## src/rtl/cap17_pkg.sv

```systemverilog
// Shared types and defaults for the fetch/load-store memory access controller.
package cap17_pkg;

  localparam int ADDR_W_DEF = 11;
  localparam int DATA_W_DEF = 16;
  localparam int STARVE_DEF = 2;

  typedef enum logic [1:0] {
    ST_IDLE,
    ST_ACCESS,
    ST_SETTLE,
    ST_RESP
  } state_t;

endpackage

```

## src/rtl/mem_arb.sv

```systemverilog
// Load/store-priority arbiter with a fetch starvation guard.
import cap17_pkg::*;

module mem_arb #(
  parameter int STARVE_LIMIT = STARVE_DEF
) (
  input  logic clk,
  input  logic rst_n,
  input  logic if_req,
  input  logic ls_req,
  input  logic take,
  output logic gnt_if,
  output logic gnt_ls
);

  localparam int CW =
    (STARVE_LIMIT < 1) ? 1 : $clog2(STARVE_LIMIT + 1);

  logic [CW-1:0] cnt;
  logic          starve;

  assign starve = (cnt == CW'(STARVE_LIMIT));
  assign gnt_if = take & if_req & (~ls_req | starve);
  assign gnt_ls = take & ls_req & ~gnt_if;

  // counts load/store wins that happened while a fetch waited
  always_ff @(posedge clk or negedge rst_n) begin
    if (!rst_n) begin
      cnt <= '0;
    end else if (gnt_if) begin
      cnt <= '0;
    end else if (gnt_ls) begin
      if (!if_req)
        cnt <= '0;
      else if (!starve)
        cnt <= cnt + CW'(1);
    end
  end

endmodule

```

## src/rtl/mem_access_ctrl.sv

```systemverilog
// Serialises fetch and load/store requests onto one split-byte memory port.
import cap17_pkg::*;

module mem_access_ctrl #(
  parameter int ADDR_W       = ADDR_W_DEF,
  parameter int DATA_W       = DATA_W_DEF,
  parameter int STARVE_LIMIT = STARVE_DEF
) (
  input  logic              clk,
  input  logic              rst_n,
  input  logic              if_req,
  input  logic [ADDR_W-1:0] if_addr,
  output logic              if_ack,
  output logic [DATA_W-1:0] if_data,
  input  logic              ls_req,
  input  logic              ls_we,
  input  logic [ADDR_W-1:0] ls_addr,
  input  logic [DATA_W-1:0] ls_wdata,
  output logic              ls_ack,
  output logic [DATA_W-1:0] ls_rdata,
  output logic [ADDR_W-1:0] mem_address,
  output logic [DATA_W-1:0] mem_datain,
  output logic              mem_write_enable,
  input  logic [DATA_W-1:0] mem_dataout,
  output logic              busy
);

  state_t     state;
  logic [1:0] rst_sync;
  logic       own_ls;
  logic       take;
  logic       gnt_if;
  logic       gnt_ls;

  assign take = (state == ST_IDLE) & rst_sync[1];
  assign busy = (state != ST_IDLE);

  // no grants until release has passed two flops
  always_ff @(posedge clk or negedge rst_n) begin
    if (!rst_n)
      rst_sync <= 2'b00;
    else
      rst_sync <= {rst_sync[0], 1'b1};
  end

  mem_arb #(
    .STARVE_LIMIT(STARVE_LIMIT)
  ) u_arb (
    .clk   (clk),
    .rst_n (rst_n),
    .if_req(if_req),
    .ls_req(ls_req),
    .take  (take),
    .gnt_if(gnt_if),
    .gnt_ls(gnt_ls)
  );

  always_ff @(posedge clk or negedge rst_n) begin
    if (!rst_n) begin
      state            <= ST_IDLE;
      own_ls           <= 1'b0;
      mem_address      <= '0;
      mem_datain       <= '0;
      mem_write_enable <= 1'b0;
      if_ack           <= 1'b0;
      ls_ack           <= 1'b0;
      if_data          <= '0;
      ls_rdata         <= '0;
    end else begin
      if_ack <= 1'b0;
      ls_ack <= 1'b0;
      unique case (state)
        ST_IDLE: begin
          if (gnt_ls) begin
            state            <= ST_ACCESS;
            own_ls           <= 1'b1;
            mem_address      <= ls_addr;
            mem_datain       <= ls_wdata;
            mem_write_enable <= ls_we;
          end else if (gnt_if) begin
            state            <= ST_ACCESS;
            own_ls           <= 1'b0;
            mem_address      <= if_addr;
            mem_datain       <= '0;
            mem_write_enable <= 1'b0;
          end
        end
        ST_ACCESS: state <= ST_SETTLE;
        ST_SETTLE: begin
          state            <= ST_RESP;
          mem_write_enable <= 1'b0;
          if (own_ls) begin
            ls_ack <= 1'b1;
            if (!mem_write_enable)
              ls_rdata <= mem_dataout;
          end else begin
            if_ack  <= 1'b1;
            if_data <= mem_dataout;
          end
        end
        ST_RESP: state <= ST_IDLE;
        default: state <= ST_IDLE;
      endcase
    end
  end

endmodule
```

## config.mk

```make
export PLATFORM = sky130hd
export DESIGN_NAME = mem_access_ctrl
export DESIGN_NICKNAME = d
export VERILOG_FILES = /design/src/rtl/cap17_pkg.sv /design/src/rtl/mem_arb.sv /design/src/rtl/mem_access_ctrl.sv
export SDC_FILE = /design/constraint.sdc
export NUM_CORES = 1
export LEC_CHECK = 0
export ABC_CLOCK_PERIOD_IN_PS = 2040
export CAP_MARGIN = 10
export CORE_MARGIN = 5
export CORE_UTILIZATION = 38
export DETAILED_ROUTE_END_ITERATION = 10
export PLACE_DENSITY = 0.76
export RECOVER_POWER = 100
export SLEW_MARGIN = 15
export SYNTH_ARGS = -nofsm -noshare
export SYNTH_HDL_FRONTEND = slang
export SYNTH_HIERARCHICAL = 1
export SYNTH_SLANG_ARGS = --single-unit
export TNS_END_PERCENT = 50
```

## constraint.sdc

```tcl
create_clock -name clk -period 2.04 [get_ports clk]
set_input_delay 0.408 -clock clk [delete_from_list [all_inputs] [get_ports clk]]
set_output_delay 0.408 -clock clk [all_outputs]
set_load 0.1 [all_outputs]
```

; ---- Word-level counts from Yosys, hierarchy flattened
; Cells that the tools add are included.
[word_totals]
reg_bits = 69
in_bits = 59
out_inout_bits = 63
elab_cells = 56
[classes]
n_addsub = 1
n_eq_ne = 6
n_mux = 19
n_bitwise = 10
reduce_logical = 9
[ops]
columns = operator, count
row1 = two-way mux 16 bit, 2
row2 = two-way mux 11 bit, 2
row3 = two-way mux 2 bit, 6
row4 = case mux 2 bit (4 select lines), 1
row5 = AND reduction 2 bit, 4
row6 = two-way mux 1 bit, 7
row7 = equality test 2 bit (second input constant), 3
row8 = inequality test 3 x 2 -> 1 bit (second input constant), 2
row9 = nonzero test 2 bit, 3
row10 = AND 1 bit, 5
row11 = inverter 1 bit, 4
row12 = AND reduction 3 bit, 1
row13 = adder 2 x 1 -> 2 bit (second input constant), 1
row14 = equality test 2 x 1 -> 1 bit (second input constant), 1
row15 = logical NOT 2 bit, 1
row16 = case mux 1 bit (2 select lines), 1
row17 = OR 1 bit, 1

; ---- Logic depth before layout (Yosys ltp)
; Gate-level depths: netlist of run 1.
[depth]
depth_word = 8
ltp_mapped = 11
depth_no_buf = 8

; ---- Hierarchy
; Netlist of run 1, hierarchy kept.
[modules_own_cells]
columns = module, n_inst, cells_each, area_each_um2, seq_area_each_um2
row1 = mem_access_ctrl, 1, 216, 2741.4, 1676.6
row2 = mem_arb, 1, 14, 123.9, 50.0

; ---- Least setup slack after synthesis of run 1
; Ideal clock, no wire load.
[synth_timing]
path_kind = reg-to-reg
from = register state[0]
to = register mem_datain[10]
setup_time_ns = 0.122
t_arrival_ns = 1.989
required_ns = 1.918
slack_ns = -0.071
path_stages_with_launch = 12
n_path_buf = 3
period_less_slack_ns = 2.111
cell_sequence = dfrtp_1 inv_1 ha_1 clkbuf_1 and2_1 nand2_1 a21oi_1 o21ai_1 buf_2 buf_2 nand2_1 nand2_1
[synth_between]
elab_chain_len = 8
elab_cells_between_ends = 10
cone_classes = 1 x mux / 6 x bitwise / 3 x reduce/logical
[synth_lines]
columns = item, line_no
row1 = start: declaration, mem_access_ctrl.sv:28  ; state_t state;
row2 = start signal: assignment, mem_access_ctrl.sv:60  ; state <= ST_IDLE;
row3 = start signal: assignment, mem_access_ctrl.sv:75  ; state <= ST_ACCESS;
row4 = start signal: assignment, mem_access_ctrl.sv:81  ; state <= ST_ACCESS;
row5 = logical NOT 2 bit *, mem_access_ctrl.sv:35  ; assign take = (state == ST_IDLE) & rst_sync[1];
row6 = AND 1 bit *, mem_access_ctrl.sv:35
row7 = via take, mem_access_ctrl.sv:31  ; logic take;
row8 = AND 1 bit (2 in series), mem_arb.sv:23  ; assign gnt_if = take & if_req & (~ls_req | starve);
row9 = inverter 1 bit, mem_arb.sv:24  ; assign gnt_ls = take & ls_req & ~gnt_if;
row10 = AND 1 bit *, mem_arb.sv:24
row11 = via gnt_ls, mem_access_ctrl.sv:33  ; logic gnt_ls;
row12 = nonzero test 2 bit (no source line), --
row13 = AND reduction 2 bit (no source line), --
row14 = end signal: assignment, mem_access_ctrl.sv:78  ; mem_datain <= ls_wdata;
row15 = end: declaration, mem_access_ctrl.sv:22  ; output logic [DATA_W-1:0] mem_datain,
; The timed path passes the listed nets; every way through them passes the cells marked *.
; A chain may end at the register's enable or synchronous reset.

; ---- Worst setup path in the final report of run 1
[layout_timing]
from = register state[0]
to = output port busy
[layout_between]
elab_chain_len = 1
[layout_lines]
columns = item, line_no
row1 = nonzero test 2 bit, mem_access_ctrl.sv:36  ; assign busy = (state != ST_IDLE);
row2 = end: declaration, mem_access_ctrl.sv:25  ; output logic busy
; No other way between the ends.

==> results of run 1 <==
state kept, by name, indices dropped and copies added, names as in the netlist:
register and cells:
state 2, mem_write_enable 1, rst_sync 2, if_ack 1
mem_datain 16, if_data 16, mem_address 11, ls_ack 1
own_ls 1, u_arb/cnt 2, ls_rdata 16
worst max-delay path: stages (launching register included):
cell and delay [ns]:
dfrtp_1 0.36, inv_1 0.14, ha_1 0.20, buf_6 0.19, inv_1 0.07, buf_6 0.18
cells by family (layout without fill, tap and decap cells):
logic type               after synthesis  in the layout  synth area share, %
AND/OR/NAND/NOR                       73             73                 11.8
flip-flops                            69             69                 60.3
multiplexers                          45             45                 18.3
AO/OA/AOI/OAI                         19             19                 3.45
buffers and inverters                 18            148                 3.80
adder cells (fa/ha/maj)                5              5                 2.18
other                                  1              1                0.131
Yosys cell counts:
master / number / share of area (%)
buf_2: 5 / 0.87
nand3_1: 16 / 2.8
o21ai_1: 1 / 0.17
a21oi_1: 3 / 0.52
o21a_1: 1 / 0.26
dfrtp_1: 69 / 60
nand3b_4: 1 / 0.70
nand4b_1: 1 / 0.31
mux2_4: 9 / 4.7
buf_4: 1 / 0.26
nor2_1: 1 / 0.13
mux2_2: 22 / 8.6
nor2b_2: 1 / 0.31
inv_1: 6 / 0.79
nor3b_2: 1 / 0.44
ha_1: 5 / 2.2
conb_1: 1 / 0.13
mux2i_1: 12 / 4.2
clkbuf_1: 3 / 0.39
nand3b_1: 1 / 0.26
nand2_1: 48 / 6.3
buf_12: 1 / 0.70
buf_6: 2 / 0.79
nor3_1: 1 / 0.17
o22ai_1: 1 / 0.22
mux2_1: 2 / 0.79
and2_1: 2 / 0.44
o21ai_0: 13 / 2.3
worst max path at each step:
stage,slack (ns),from,to
finish,0.15,state[0],busy
global route,0.004,state[0],mem_datain[15]
CTS,0.04,state[0],busy
detailed placement,0.09,ls_req,mem_address[6]
global placement,0.16,ls_req,mem_address[2]
floorplan,0.04,state[0],mem_datain[10]
stage by stage:
stage	utilization (%)	cell area, um2	setup WS (ns)
detailed placement	55.8	4070	0.0920
CTS	58.5	4270	0.0449
finish	55.3	4030	0.147
floorplan	-	2870	0.0368
global placement	55.8	4070	0.159
global route	55.3	4030	0.00435
final cells by class:
| class | count | area, um2 |
|---|---|---|
| clock buffers | 13 | 169 |
| clock inverters | 1 | 30.0 |
| fillers | 698 | 3260 |
| inverters | 6 | 22.5 |
| multi-input cells | 143 | 1000 |
| flip-flops and latches | 69 | 1730 |
| well taps | 99 | 124 |
| repair buffers | 128 | 962 |
routing by layer:
layer | up-vias | wire length, um | GRT usage (%) | part of all wire, %
met2 | 109 | 3100 | 22.9 | 46
met3 | 6 | 677 | 5.83 | 10
met4 | 0 | 61 | 5.83 | 0.90
met5 | - | 0 | 0 | 0
met1 | 1027 | 2960 | 19.2 | 44
li1 | 1025 | - | - | -
==> flow_summary.yaml, run 1 <==
timing:
  finalHoldViolations: 0
  slew_viol_final: 70
  clock.fmax_mhz: 528
  rsz0062_at_grt: "no"
  finalCritPeriodShare_pct: 92.8
  slew_headroom_pct: -10.1
  finalSetupTns_ns: 0
  worst_pin_slew_ns: 1.65
  timing.final.crit_period_ns: 1.89
  finClkSkew_ns: 0.00728
  hold-worst-slack_ns: 0.350
  finalSetupViolations: 0
detailed_routing:
  routedWlPerCell_um: 14.8
  vias: 2167
  drc_errors: 0
  routed_wl_mm: 6.80
  drtIter0Drc: 64
  drtPass1Iterations: 4
  ant_nets: 0
  vias_per_cell: 4.72
logic_synthesis:
  synth.avg_cell_area_um2: 12.5
  synthCells: 230
  synth-warning-count: 6
  ys_ff_latch: 69
  syn_nets: 294
  ys_types: 28
  syn_area_mm2: 0.00287
  ys_seq_area_share_pct: 60.3
global_routing:
  antenna_found_initial: 0
  grt_overflow: 0
  grt_max_degree: 70
  grt_pass1_vias: 2334
  grtUsageTotal_pct: 15.0
  grt_pass1_wl_mm: 11.5
clock_network:
  clock-root-buffer: "clkbuf_8"
  cts.repair.resized: 0
  clk_latency_ns: 0.32
  cts_tree: "yes"
  numClockSinks: 69
  h-tree-depth: 3
  holdBufCountCts: 0
  path_clk_slew_ns: 0.07
  cts_inserted_buffers: 9
  cts.path.max_buffers: 2
  post-cts-setup-buffers: 0
run_status:
  status: "complete, but fails checks"
  violations: "max-capacitance violations, max-slew violations"
finish:
  stdcell_count: 459
  nets: 421
  final_common_cell: "dfrtp_1"
  diodes: 0
  area_delta_synth_final_pct: 40.8
  layout_common_cells: "69 x dfrtp_1, 65 x clkbuf_2, 57 x clkdlybuf4s50_1"
  drive_gt1_share_pct: 30.6
placement:
  port_buffers: 121
  dpl.hpwl_mm: 5.21
  dp_cells: 445
  place.gp.congestion: 0.775
min_path:
  hold_start: "rst_sync[0]"
  holdPathStages: 0
  hold_end: "rst_sync[1]"
  hold_class: "reg2reg"
critical_path:
  r2r_end: "mem_address[5]"
  criticalPathCategory: "reg2out"
  r2r_start: "state[0]"
  cp.arrival_ns: 1.48
  worstPathRequired_ns: 1.63
  endpoint_kind: "primary output"
  reg2reg_slack_ns: 0.19
  r2r_cells: 8
  crit_fanout: 21
  startpoint_type: "flip-flop"
floorplanning:
  core.rowCount: 31
  initial_core_util_pct: 39.3
  core_mm2: 0.00729
  floorplan.die_area_mm2: 0.00938
  die_w_um: 96.8
  die_h_um: 96.8
  io_pins: 122
flow_run:
  maxCapViolations: 1
Power of run 1 is left out: the tool's default activity adds up to more than one toggle a clock period on the data nets, which glitch-free logic cannot reach.
==> run 2: changes to the inputs <==
Settings changed: PLACE_DENSITY 0.76 to default, PLACE_DENSITY_LB_ADDON from default to 0.15.
==> run 2 against run 1 <==
  * Global-route usage decreased by 0.63 points
  * Setup slack improved by 0.00083 ns
  * The run still ends with max-capacitance violations, max-slew violations left
  * Critical path depth unchanged
  * Largest cell class unchanged
  * Critical path type unchanged
  * Maximum frequency about the same
  * Core utilization increased by 0.50 points
  * Register-to-register slack about the same
  * Final cell count increased by 0.87%
  * Clock skew about the same
  * Count of clock-buffer cells in the layout decreased by 4
==> flow_summary.yaml, run 2 (synthesis gave the netlist of run 1 again) <==
floorplanning:
  initial_core_util_pct: 39.3
  die_h_um: 96.8
  core_mm2: 0.00729
  core.rowCount: 31
  floorplan.die_area_mm2: 0.00938
  die_w_um: 96.8
  io_pins: 122
finish:
  multi_input_area_mm2: 0.00100
  fill_cells: 705
  layout_common_cells: "69 x dfrtp_1, 66 x clkbuf_2, 57 x clkdlybuf4s50_1"
  nets: 423
  diodes: 0
  drive_gt1_share_pct: 31.6
  regArea_mm2: 0.00173
  final_common_cell: "dfrtp_1"
  area_delta_synth_final_pct: 42.1
  reg_top3: "if_data (16), ls_rdata (16), mem_datain (16)"
placement:
  port_buffers: 121
  place.gp.congestion: 0.752
  dpl.hpwl_mm: 4.84
critical_path:
  crit_fanout: 21
  startpoint_type: "flip-flop"
  worstPathRequired_ns: 1.63
  cp_slowest_cell: "dfrtp_1"
  cp_cell_sequence: "inv_1 > ha_1 > buf_6 > inv_1 > buf_6"
  cp.arrival_ns: 1.48
  endpoint_kind: "primary output"
  cp_slowest_stage_delay_ns: 0.40
  criticalPathCategory: "reg2out"
global_routing:
  grt_max_degree: 70
  grtUsageTotal_pct: 14.4
  grt_pass1_vias: 2246
  grt_overflow: 0
  antenna_found_initial: 0
  grt_pass1_wl_mm: 11.1
run_status:
  status: "complete, but fails checks"
  violations: "max-capacitance violations, max-slew violations"
timing:
  finalHoldViolations: 0
  timing.final.crit_period_ns: 1.89
  finalSetupTns_ns: 0
  slew_headroom_pct: -12.1
  slew_viol_final: 70
  worst_pin_slew_ns: 1.68
  clock.fmax_mhz: 529
  finClkSkew_ns: 0.00768
  finalSetupViolations: 0
  finalCritPeriodShare_pct: 92.7
  rsz0062_at_grt: "no"
detailed_routing:
  routed_wl_mm: 6.52
  routedWlPerCell_um: 14.1
  drc_errors: 0
  vias_per_cell: 4.59
  ant_nets: 0
  vias: 2123
  drtIter0Drc: 46
  drtPass1Iterations: 4
clock_network:
  h-tree-depth: 3
  clock-root-buffer: "clkbuf_8"
  cts_inserted_buffers: 9
  cts.path.max_buffers: 2
  holdBufCountCts: 0
  path_clk_slew_ns: 0.07
  cts_tree: "yes"
  numClockSinks: 69
  clk_latency_ns: 0.33
flow_run:
  maxCapViolations: 1
min_path:
  hold_class: "reg2reg"
-- run 2: cell count changes in the layout (fill, tap and decap cells not counted), sizes merged --
| cell | before | now |
|---|---|---|
| clkbuf | 79 | 77 |
| clkinvlp | 0 | 1 |
| clkinv | 0 | 3 |
| inv | 6 | 7 |
| bufinv | 1 | 2 |
-- run 2: cell type report --
| cell class | count | area share, % |
|---|---|---|
| clock inverters | 7 | 2.43 |
| multi-input cells | 143 | 24.7 |
| well taps | 99 | 3.04 |
| inverters | 6 | 0.553 |
| repair buffers | 130 | 23.9 |
| flip-flops and latches | 69 | 42.4 |
| clock buffers | 9 | 3.04 |
-- run 2: what timing repair did --
item,4_1_cts,5_1_grt
endpoints found under the hold margin,0,0
buffers inserted,0,0
setup endpoints to repair,0,1
resized for setup,0,2
-- run 2: metrics by stage --
stage | utilization (%) | hold WS, ns | setup WS, ns | std cells | cell area [um2]
CTS | 59.1 | 0.0862 | 0.0442 | 463 | 4310
floorplan | - | 0.112 | 0.0368 | 230 | 2870
global route | 55.8 | 0.372 | 0.0324 | 463 | 4070
global placement | 56.0 | 0.336 | 0.147 | 447 | 4080
finish | 55.8 | 0.354 | 0.148 | 463 | 4070
detailed placement | 56.0 | 0.342 | 0.0761 | 447 | 4080
-- run 2: path summary, 6_finish.rpt --
path                            endpoint        start  slack (ns)  cells after the start
max                                 busy     state[1]        0.15                      5
min                          rst_sync[1]  rst_sync[0]        0.35                      0
max reg2reg                  ls_rdata[3]     state[0]        0.20                      5
min reg2reg                  rst_sync[1]  rst_sync[0]        0.35                      0
max in group asynchronous  mem_datain[2]        rst_n        0.46                      2
min in group asynchronous    ls_rdata[7]        rst_n        0.59                      2
-- run 2: routing by layer --
metal  GRT usage, %  routed length, um  part of all wire, %  vias to the layer above
li1               -                  -                    -                     1030
met1           18.0               3000                   46                      992
met2           21.9               2800                   43                       96
met3           7.19                653                   10                        5
met4           4.54                 68                  1.0                        0
met5              0                  0                    0                        -
-- run 2: critical path, delay by kind of cell, from the launching register on --
family                     cells  cell delay, ns
adders and majority gates      1            0.20
buffers and inverters          4            0.55
DFF                            1            0.40
Power of run 2 is left out for the same reason.
==> run 3: changes to the inputs <==
Settings changed: CORE_UTILIZATION 38 to 25, PLACE_DENSITY_LB_ADDON 0.15 to default.
==> run 3 against run 2 <==
  * The flow now finishes without violations
  * Register-to-register slack about the same
  * Global-route usage decreased by 3.9 points
  * Final area up 4.8%
  * Critical path type unchanged
  * Maximum frequency is 0.93% lower
  * Sequential cell count stayed put
  * Count of clock-buffer cells in the layout is 2 higher
==> flow_summary.yaml, run 3 (synthesis gave the netlist of run 1 again) <==
global_routing:
  grt_pass1_vias: 2294
  grt_pass1_wl_mm: 11.2
  grtUsageTotal_pct: 10.6
  antenna_found_initial: 0
  grt_max_degree: 38
  grt_overflow: 0
finish:
  layout_common_cells: "69 x dfrtp_1, 64 x clkbuf_2, 57 x clkdlybuf4s50_1"
  nets: 421
  diodes: 0
  area_delta_synth_final_pct: 48.9
  drive_gt1_share_pct: 31.2
  fill_cells: 1142
  reg_top3: "if_data (16), ls_rdata (16), mem_datain (16)"
  final_common_cell: "dfrtp_1"
detailed_routing:
  routed_wl_mm: 7.05
  vias: 2141
  ant_nets: 0
  drtPass1Iterations: 4
  drc_errors: 0
  drtIter0Drc: 102
  routedWlPerCell_um: 14.0
  vias_per_cell: 4.24
timing:
  clock.fmax_mhz: 524
  slew_headroom_pct: 39.7
  slew_viol_final: 0
  timing.final.crit_period_ns: 1.91
  finalCritPeriodShare_pct: 93.6
  finalSetupTns_ns: 0
  finalHoldViolations: 0
  finalSetupViolations: 0
  worst_pin_slew_ns: 0.905
  rsz0062_at_grt: "no"
  finClkSkew_ns: 0.00602
critical_path:
  worstPathRequired_ns: 1.63
  startpoint_type: "flip-flop"
  cp_cell_sequence: "inv_1 > ha_1 > buf_6 > inv_1 > buf_8"
  cp-startpoint: "state[1]"
  criticalPathCategory: "reg2out"
  reg2reg_slack_ns: 0.20
  crit_fanout: 21
  endpoint_kind: "primary output"
  crit_path_frequent_cell: "inv_1"
  cp_slowest_cell: "dfrtp_1"
  cp_slowest_stage_delay_ns: 0.41
  r2r_start: "state[0]"
  cp.arrival_ns: 1.50
clock_network:
  cts_tree: "yes"
  cts_inserted_buffers: 9
  holdBufCountCts: 0
  post-cts-setup-buffers: 0
  cts.repair.resized: 0
  path_clk_slew_ns: 0.06
  numClockSinks: 69
  cts.path.max_buffers: 2
  clock-root-buffer: "clkbuf_16"
  clk_latency_ns: 0.32
  h-tree-depth: 3
run_status:
  status: "finished clean"
floorplanning:
  io_pins: 122
  die_h_um: 117
  core_mm2: 0.0113
  floorplan.die_area_mm2: 0.0137
  core.rowCount: 39
  initial_core_util_pct: 25.3
  die_w_um: 117
min_path:
  hold_class: "in2async"
placement:
  dpl.hpwl_mm: 5.17
  port_buffers: 121
  place.gp.congestion: 0.757
flow_run:
  maxCapViolations: 0
[run 3: cell types whose count changed in the layout (fill, tap and decap cells not counted), sizes merged]
| cell | delta |
|---|---|
| buf | -1 |
| inv | -1 |
| clkinv | -2 |
| clkbuf | +1 |
| bufinv | +1 |
[run 3: critical path, delay by kind of cell, from the launching register on]
family | cells | cell delay, ns
adder cells (fa/ha/maj) | 1 | 0.19
buffers and inverters | 4 | 0.57
flip-flops | 1 | 0.41
[run 3: stage by stage]
step           instance area [um2]  utilization, %  hold WS (ns)  cells  setup slack [ns]
6_report                      4270            37.7         0.185    505             0.130
5_1_grt                       4270            37.7         0.248    505            0.0207
4_1_cts                       4500            39.7        0.0442    505            0.0403
3_5_place_dp                  4140            36.6         0.345    489            0.0718
3_3_place_gp                  4140            36.6         0.334    489             0.129
2_1_floorplan                 2870               -         0.112    230            0.0368
[run 3: final timing paths]
path                       depth (start not counted)     endpoint
max                                                5         busy
min                                                1   if_data[8]
max reg2reg                                        5  ls_rdata[3]
min reg2reg                                        0  rst_sync[1]
max in group asynchronous                          2  ls_rdata[5]
min in group clk                                   0  rst_sync[1]
[run 3: metal layers]
| layer | vias up | wire length [um] | track usage [%] |
|---|---|---|---|
| met5 | - | 0 | 0 |
| met4 | 0 | 38 | 2.83 |
| met3 | 4 | 757 | 4.68 |
| met2 | 94 | 3240 | 17.2 |
| met1 | 1012 | 3010 | 12.8 |
| li1 | 1031 | - | - |
[run 3: cell type report]
class | count | area (um2) | share of cell area [%]
well taps | 143 | 179 | 4.19
inverters | 6 | 22.5 | 0.528
flip-flops and latches | 69 | 1730 | 40.5
clock inverters | 5 | 106 | 2.49
clock buffers | 11 | 253 | 5.93
multi-input cells | 143 | 1010 | 23.6
repair buffers | 128 | 972 | 22.8
Power of run 3 is left out for the same reason.
